$ cat config.mk
export PLATFORM = sky130hd
export DESIGN_NAME = core_fetch_flat
export DESIGN_NICKNAME = d
export VERILOG_FILES = /design/src/rtl/core_fetch.sv /design/src/rtl/core_fetch_if.sv /design/src/flat_wrapper.sv
export SDC_FILE = /design/constraint.sdc
export NUM_CORES = 1
export LEC_CHECK = 0
export CORE_MARGIN = 4
export CORE_UTILIZATION = 45
export CTS_CLUSTER_DIAMETER = 40
export CTS_CLUSTER_SIZE = 12
export DETAILED_ROUTE_END_ITERATION = 8
export GPL_ROUTABILITY_DRIVEN = 0
export PLACE_DENSITY = 0.79
export REMOVE_ABC_BUFFERS = 1
export SLEW_MARGIN = 20
export SYNTH_ARGS = -nofsm -noshare
export SYNTH_HDL_FRONTEND = slang
export SYNTH_SLANG_ARGS = --single-unit
$ cat constraint.sdc
create_clock -name i_clk -period 2.4 [get_ports i_clk]
set_input_delay 0.48 -clock i_clk [delete_from_list [all_inputs] [get_ports i_clk]]
set_output_delay 0.48 -clock i_clk [all_outputs]
set_load 0.05 [all_outputs]
$ cat src/rtl/core_fetch.sv
// LETC instruction fetch stage: owns the fetch PC, keeps one word-aligned request in flight,
// and hands each instruction to decode with its PC and next-sequential PC.
package core_pkg;
    localparam logic [31:0] RESET_PC = 32'h0000_0000;
endpackage

module core_fetch #(
    parameter logic [31:0] RESET_PC = core_pkg::RESET_PC
) (
    input  logic         i_clk,
    input  logic         i_rst_n,
    core_fetch_if.master io_bus
);
    typedef enum logic [1:0] {
        S_REQ  = 2'd0,
        S_WAIT = 2'd1,
        S_DROP = 2'd2
    } state_t;

    state_t      r_state;
    state_t      w_stateNext;
    logic [31:0] r_pc;
    logic [31:0] w_pcNext;
    logic        r_dValid;
    logic        w_dValidNext;
    logic [31:0] r_dPc;
    logic [31:0] r_dInstr;
    logic [31:0] r_dNextSeqPc;
    logic        r_dFault;
    logic        w_free;
    logic        w_reqHs;
    logic        w_load;
    logic [31:0] w_pcPlus4;

    assign w_free    = !r_dValid || io_bus.i_d_ready;
    assign w_pcPlus4 = r_pc + 32'd4;

    // Requests are held off while in reset so nothing is presented before the first clock.
    assign io_bus.o_imem_req_valid = i_rst_n && (r_state == S_REQ) && w_free;
    assign io_bus.o_imem_req_addr  = r_pc;
    assign w_reqHs = io_bus.o_imem_req_valid && io_bus.i_imem_req_ready;

    always_ff @(posedge i_clk or negedge i_rst_n) begin
        if (!i_rst_n) begin
            r_state <= S_REQ;
            r_pc    <= RESET_PC;
        end else begin
            r_state <= w_stateNext;
            r_pc    <= w_pcNext;
        end
    end

    always_comb begin
        w_stateNext  = r_state;
        w_pcNext     = r_pc;
        w_load       = 1'b0;
        w_dValidNext = r_dValid;

        if (io_bus.i_redirect_valid) begin
            // A redirect wins; any response still owed to an old address must be swallowed in DROP.
            w_pcNext     = {io_bus.i_redirect_pc[31:2], 2'b00};
            w_dValidNext = 1'b0;
            unique case (r_state)
                S_REQ:   w_stateNext = w_reqHs ? S_DROP : S_REQ;
                S_WAIT:  w_stateNext = io_bus.i_imem_rsp_valid ? S_REQ : S_DROP;
                S_DROP:  w_stateNext = io_bus.i_imem_rsp_valid ? S_REQ : S_DROP;
                default: w_stateNext = S_REQ;
            endcase
        end else begin
            unique case (r_state)
                S_REQ: begin
                    if (w_reqHs) begin
                        w_stateNext = S_WAIT;
                    end
                end
                S_WAIT: begin
                    if (io_bus.i_imem_rsp_valid) begin
                        w_load      = 1'b1;
                        w_pcNext    = w_pcPlus4;
                        w_stateNext = S_REQ;
                    end
                end
                S_DROP: begin
                    if (io_bus.i_imem_rsp_valid) begin
                        w_stateNext = S_REQ;
                    end
                end
                default: w_stateNext = S_REQ;
            endcase

            if (w_load) begin
                w_dValidNext = 1'b1;
            end else if (r_dValid && io_bus.i_d_ready) begin
                w_dValidNext = 1'b0;
            end
        end
    end

    always_ff @(posedge i_clk or negedge i_rst_n) begin
        if (!i_rst_n) begin
            r_dValid     <= 1'b0;
            r_dPc        <= 32'd0;
            r_dInstr     <= 32'd0;
            r_dNextSeqPc <= 32'd0;
            r_dFault     <= 1'b0;
        end else begin
            r_dValid <= w_dValidNext;
            if (w_load) begin
                r_dPc        <= r_pc;
                r_dInstr     <= io_bus.i_imem_rsp_data;
                r_dNextSeqPc <= w_pcPlus4;
                r_dFault     <= io_bus.i_imem_rsp_fault;
            end
        end
    end

    assign io_bus.o_d_valid       = r_dValid;
    assign io_bus.o_d_pc          = r_dPc;
    assign io_bus.o_d_instr       = r_dInstr;
    assign io_bus.o_d_next_seq_pc = r_dNextSeqPc;
    assign io_bus.o_d_fault       = r_dFault;
endmodule

$ cat src/rtl/core_fetch_if.sv
// Fetch-stage bus bundle: instruction-memory request/response, redirect input and decode-side output.
// The master modport is the fetch stage; the slave modport is its environment (memory, execute, decode).
interface core_fetch_if;
    logic        o_imem_req_valid;
    logic        i_imem_req_ready;
    logic [31:0] o_imem_req_addr;
    logic        i_imem_rsp_valid;
    logic [31:0] i_imem_rsp_data;
    logic        i_imem_rsp_fault;
    logic        i_redirect_valid;
    logic [31:0] i_redirect_pc;
    logic        o_d_valid;
    logic        i_d_ready;
    logic [31:0] o_d_pc;
    logic [31:0] o_d_instr;
    logic [31:0] o_d_next_seq_pc;
    logic        o_d_fault;

    modport master (
        output o_imem_req_valid, o_imem_req_addr,
        input  i_imem_req_ready, i_imem_rsp_valid, i_imem_rsp_data, i_imem_rsp_fault,
        input  i_redirect_valid, i_redirect_pc,
        output o_d_valid, o_d_pc, o_d_instr, o_d_next_seq_pc, o_d_fault,
        input  i_d_ready
    );

    modport slave (
        input  o_imem_req_valid, o_imem_req_addr,
        output i_imem_req_ready, i_imem_rsp_valid, i_imem_rsp_data, i_imem_rsp_fault,
        output i_redirect_valid, i_redirect_pc,
        input  o_d_valid, o_d_pc, o_d_instr, o_d_next_seq_pc, o_d_fault,
        output i_d_ready
    );
endinterface

$ cat src/flat_wrapper.sv
// flat-port wrapper written by rule: the top's interface ports become plain ports
module core_fetch_flat 
#(
    parameter logic [31:0] RESET_PC = core_pkg::RESET_PC
)
  (i_clk, i_rst_n, io_bus_o_imem_req_valid, io_bus_o_imem_req_addr, io_bus_i_imem_req_ready, io_bus_i_imem_rsp_valid, io_bus_i_imem_rsp_data, io_bus_i_imem_rsp_fault, io_bus_i_redirect_valid, io_bus_i_redirect_pc, io_bus_o_d_valid, io_bus_o_d_pc, io_bus_o_d_instr, io_bus_o_d_next_seq_pc, io_bus_o_d_fault, io_bus_i_d_ready);
  core_fetch_if io_bus_i ();
  input  logic i_clk;
  input  logic i_rst_n;
  output wire logic [$bits(io_bus_i.o_imem_req_valid)-1:0] io_bus_o_imem_req_valid;
  output wire logic [$bits(io_bus_i.o_imem_req_addr)-1:0] io_bus_o_imem_req_addr;
  input wire logic [$bits(io_bus_i.i_imem_req_ready)-1:0] io_bus_i_imem_req_ready;
  input wire logic [$bits(io_bus_i.i_imem_rsp_valid)-1:0] io_bus_i_imem_rsp_valid;
  input wire logic [$bits(io_bus_i.i_imem_rsp_data)-1:0] io_bus_i_imem_rsp_data;
  input wire logic [$bits(io_bus_i.i_imem_rsp_fault)-1:0] io_bus_i_imem_rsp_fault;
  input wire logic [$bits(io_bus_i.i_redirect_valid)-1:0] io_bus_i_redirect_valid;
  input wire logic [$bits(io_bus_i.i_redirect_pc)-1:0] io_bus_i_redirect_pc;
  output wire logic [$bits(io_bus_i.o_d_valid)-1:0] io_bus_o_d_valid;
  output wire logic [$bits(io_bus_i.o_d_pc)-1:0] io_bus_o_d_pc;
  output wire logic [$bits(io_bus_i.o_d_instr)-1:0] io_bus_o_d_instr;
  output wire logic [$bits(io_bus_i.o_d_next_seq_pc)-1:0] io_bus_o_d_next_seq_pc;
  output wire logic [$bits(io_bus_i.o_d_fault)-1:0] io_bus_o_d_fault;
  input wire logic [$bits(io_bus_i.i_d_ready)-1:0] io_bus_i_d_ready;
  assign io_bus_o_imem_req_valid = io_bus_i.o_imem_req_valid;
  assign io_bus_o_imem_req_addr = io_bus_i.o_imem_req_addr;
  assign io_bus_i.i_imem_req_ready = io_bus_i_imem_req_ready;
  assign io_bus_i.i_imem_rsp_valid = io_bus_i_imem_rsp_valid;
  assign io_bus_i.i_imem_rsp_data = io_bus_i_imem_rsp_data;
  assign io_bus_i.i_imem_rsp_fault = io_bus_i_imem_rsp_fault;
  assign io_bus_i.i_redirect_valid = io_bus_i_redirect_valid;
  assign io_bus_i.i_redirect_pc = io_bus_i_redirect_pc;
  assign io_bus_o_d_valid = io_bus_i.o_d_valid;
  assign io_bus_o_d_pc = io_bus_i.o_d_pc;
  assign io_bus_o_d_instr = io_bus_i.o_d_instr;
  assign io_bus_o_d_next_seq_pc = io_bus_i.o_d_next_seq_pc;
  assign io_bus_o_d_fault = io_bus_i.o_d_fault;
  assign io_bus_i.i_d_ready = io_bus_i_d_ready;
  core_fetch #(.RESET_PC(RESET_PC)) u_core (.i_clk(i_clk), .i_rst_n(i_rst_n), .io_bus(io_bus_i));
endmodule
==> results.yml <==
final_layout:
  area_growth_syn_to_layout_pct: 48.9
  nets: 781
  drive_above_1_share_pct: 17.5
  regArea_um2: 3150
  multi_input_area_um2: 2420
  n_fill_cell: 910
  diodes: 0
yosys:
  synth_async_sr_flop_share_pct: 100
  netlist_area_um2: 5760
  syn_inst: 515
  synth_edf_count: 0
  seq_area_frac_synth_pct: 54.7
  avgSynthCellArea_um2: 11.2
  synth_ff_type: "dfrtp_1"
  synth_cell_types: 39
  yosysWarnings: 0
  synth-seq-cells: 126
sta:
  relSlewSlack_pct: 55.8
  worst_clock_skew_ns: 0.00919
  period_share_pct: 95.8
  fmaxAchievable_mhz: 435
  tightestPinTransition_ns: 0.663
  worst_slack_ns: 0.101
  hold_ws_ns: 0.193
  setup_violations: 0
  rsz0062_at_grt: "no"
  finalCriticalPeriod_ns: 2.30
  slew_violations: 0
  final-hold-violation-count: 0
floorplanning:
  io_pins: 202
  start_util_pct: 45.9
  fp.coreArea_um2: 12600
  die_area_um2: 14700
  num_rows: 41
  die_w_um: 121
  die_h_um: 121
cts:
  cts.htree.levels: 4
  cts_setup_buffers: 0
  holdBufCountCts: 0
  clockBufferDepth: 2
  root_buffer: "clkbuf_16"
  path_clk_slew_ns: 0.06
  clock_latency_ns: 0.41
  cts_buffers: 17
  clock_sinks: 126
  tritoncts: "done"
power_and_ir_drop:
  leakagePower_nw: 3.64
  ir_drop_mv: 0.612
  power_density_nw_per_um2: 1410
critical_path:
  crit_type: "reg2out"
  critical_path_buf_inv_count: 1
  rr_worst_depth: 6
  critical_path_arrival_ns: 1.82
  cpPeakStageDelay_ns: 0.89
  worst_setup_path_end_kind: "output port"
  r2r_end: "u_core.io_bus.o_imem_req_addr[27]"
  crit_chain: "clkdlybuf4s50_1"
  r2r-start: "u_core.io_bus.o_imem_req_addr[11]"
  critPathRequiredTime_ns: 1.92
  cp-start-kind: "register"
  r2r_slack_ns: 0.35
  path_delay_family: "buffers and inverters"
  crit_fanout: 8
  slowest_stage: "clkdlybuf4s50_1"
global_route:
  gr-total-overflow: 0
  grt_max_degree: 127
  grtUsageTotal_pct: 20.6
  antenna_found_initial: 1
  grt_pass1_vias: 4636
  grt_pass1_wl_um: 23700
placement:
  hpwlAfterDp_um: 10200
  port_buffers: 193
  dp_slack_ns: 0.184
hold_path:
  hp-class: "in2async"
route:
  firstDrtPassIters: 4
  drt.antenna.violating_nets: 0
  totalWireLength_um: 14600
  vias: 4524
  drt_iter0_drc: 301
  vias_per_cell: 5.08
  wl_per_cell_um: 16.4
  drc: 0
run:
  drv_cap: 0
run_status:
  status: "finished, final reports clean"
==> stage by stage <==
| stage | utilization [%] | power (mW) | TNS [ns] | std cells | instance area, um2 |
|---|---|---|---|---|---|
| detailed placement | 63.0 | 9.28 | 0 | 859 | 7920 |
| global placement | 63.0 | 9.15 | 0 | 859 | 7920 |
| finish | 68.3 | 12.1 | 0 | 891 | 8580 |
| CTS | 68.3 | 12.2 | 0 | 891 | 8580 |
| global route | 68.3 | 12.6 | 0 | 891 | 8580 |
| floorplan | - | 7.12 | -136.66 | 478 | 5570 |
==> registers in the layout, indices dropped and copies added, names as in the netlist <==
name and flops:
u_core.io_bus.o_imem_req_addr 30, u_core.io_bus.o_d_pc 30, u_core.io_bus.o_d_valid 1, u_core.io_bus.o_d_instr 32
u_core.io_bus.o_d_next_seq_pc 30, u_core.io_bus.o_d_fault 1, u_core.r_state 2
==> cell usage after synthesis (2+ instances only) <==
| library cell | n | area (um2) |
|---|---|---|
| clkbuf_1 | 13 | 48.8 |
| mux2_2 | 64 | 721 |
| o21ai_0 | 25 | 125 |
| and3_1 | 6 | 37.5 |
| nor2_1 | 11 | 41.3 |
| nand3_1 | 19 | 95.1 |
| inv_1 | 3 | 11.3 |
| a21oi_1 | 3 | 15.0 |
| nand2b_1 | 4 | 25.0 |
| buf_1 | 2 | 7.51 |
| nand4_1 | 15 | 93.8 |
| buf_4 | 6 | 45.0 |
| dfrtp_1 | 126 | 3150 |
| xnor2_1 | 19 | 166 |
| o21ai_1 | 33 | 165 |
| nor3_2 | 5 | 50.1 |
| ha_1 | 4 | 50.1 |
| nand2_1 | 78 | 293 |
| nor3_1 | 3 | 15.0 |
| clkbuf_2 | 2 | 10.0 |
| and4_1 | 2 | 17.5 |
| buf_2 | 18 | 90.1 |
| xor2_1 | 38 | 333 |
==> cells in the final DEF (no fill, tap or decap), types with 11 or more instances in the layout <==
cell,instances
xor2_1,38
nand2_1,78
nor2_1,11
o21ai_0,25
buf_4,11
clkbuf_16,17
nand3_1,19
dfrtp_1,126
mux2_2,64
nand4_1,15
o21ai_1,33
clkdlybuf4s50_1,189
xnor2_1,19
==> kinds of logic (layout without fill, tap and decap cells) <==
family                   Yosys count  count (layout)  share of synthesized area, %
multiplexers                      65              65                          12.7
AO/OA/AOI/OAI                     64              64                          5.71
XOR/XNOR                          57              57                          8.66
adder cells (fa/ha/maj)            4               4                         0.868
flip-flops                       126             126                          54.7
AND/OR/NAND/NOR                  153             153                          13.4
buffers and inverters             45             244                          3.89
other                              1               6                        0.0651
==> how the worst max path moves through the flow <==
stage / startpoint / to / slack, ns / depth (start not counted)
6_report: u_core.io_bus.o_imem_req_addr[17] / io_bus_o_imem_req_addr[17] / 0.10 / 1
5_1_grt: u_core.io_bus.o_imem_req_addr[6] / io_bus_o_imem_req_addr[6] / 0.02 / 1
4_1_cts: u_core.io_bus.o_imem_req_addr[16] / io_bus_o_imem_req_addr[16] / 0.04 / 1
3_5_place_dp: io_bus_i_imem_rsp_valid / u_core.io_bus.o_imem_req_addr[31] / 0.18 / 7
3_3_place_gp: io_bus_i_imem_rsp_valid / u_core.io_bus.o_imem_req_addr[29] / 0.23 / 7
2_1_floorplan: u_core.r_state[0] / u_core.io_bus.o_d_fault / -1.43 / 4
==> power breakdown <==
| part | switching (mW) | total (mW) | internal, mW | leakage [nW] |
|---|---|---|---|---|
| clock network | 0.901 | 2.87 | 1.97 | 0.320 |
| registers | 0.477 | 3.41 | 2.94 | 1.60 |
| logic | 3.78 | 5.79 | 2.02 | 1.71 |
| total | 5.16 | 12.1 | 6.92 | 3.64 |
==> metal layers <==
metal / vias up / GRT usage [%] / routed length (um)
met5: - / 0 / 0
met4: 0 / 7.91 / 327
met2: 175 / 33.9 / 7130
met1: 2193 / 25.2 / 6040
met3: 29 / 6.95 / 1120
li1: 2127 / - / -
==> repair_timing <==
item	CTS	global route
endpoints found under the hold margin	0	0
endpoints found under the setup margin	0	1
resized for setup	0	1
==> cell type report <==
type                            count  area share, %
Clock buffer                       20           5.20
Clock inverter                     12           2.51
Inverter                            3          0.131
Multi-Input combinational cell    349           28.2
Sequential cell                   126           36.7
Tap cell                          172           2.51
Timing Repair Buffer              209           24.7
(Power assumes the default switching activity.)
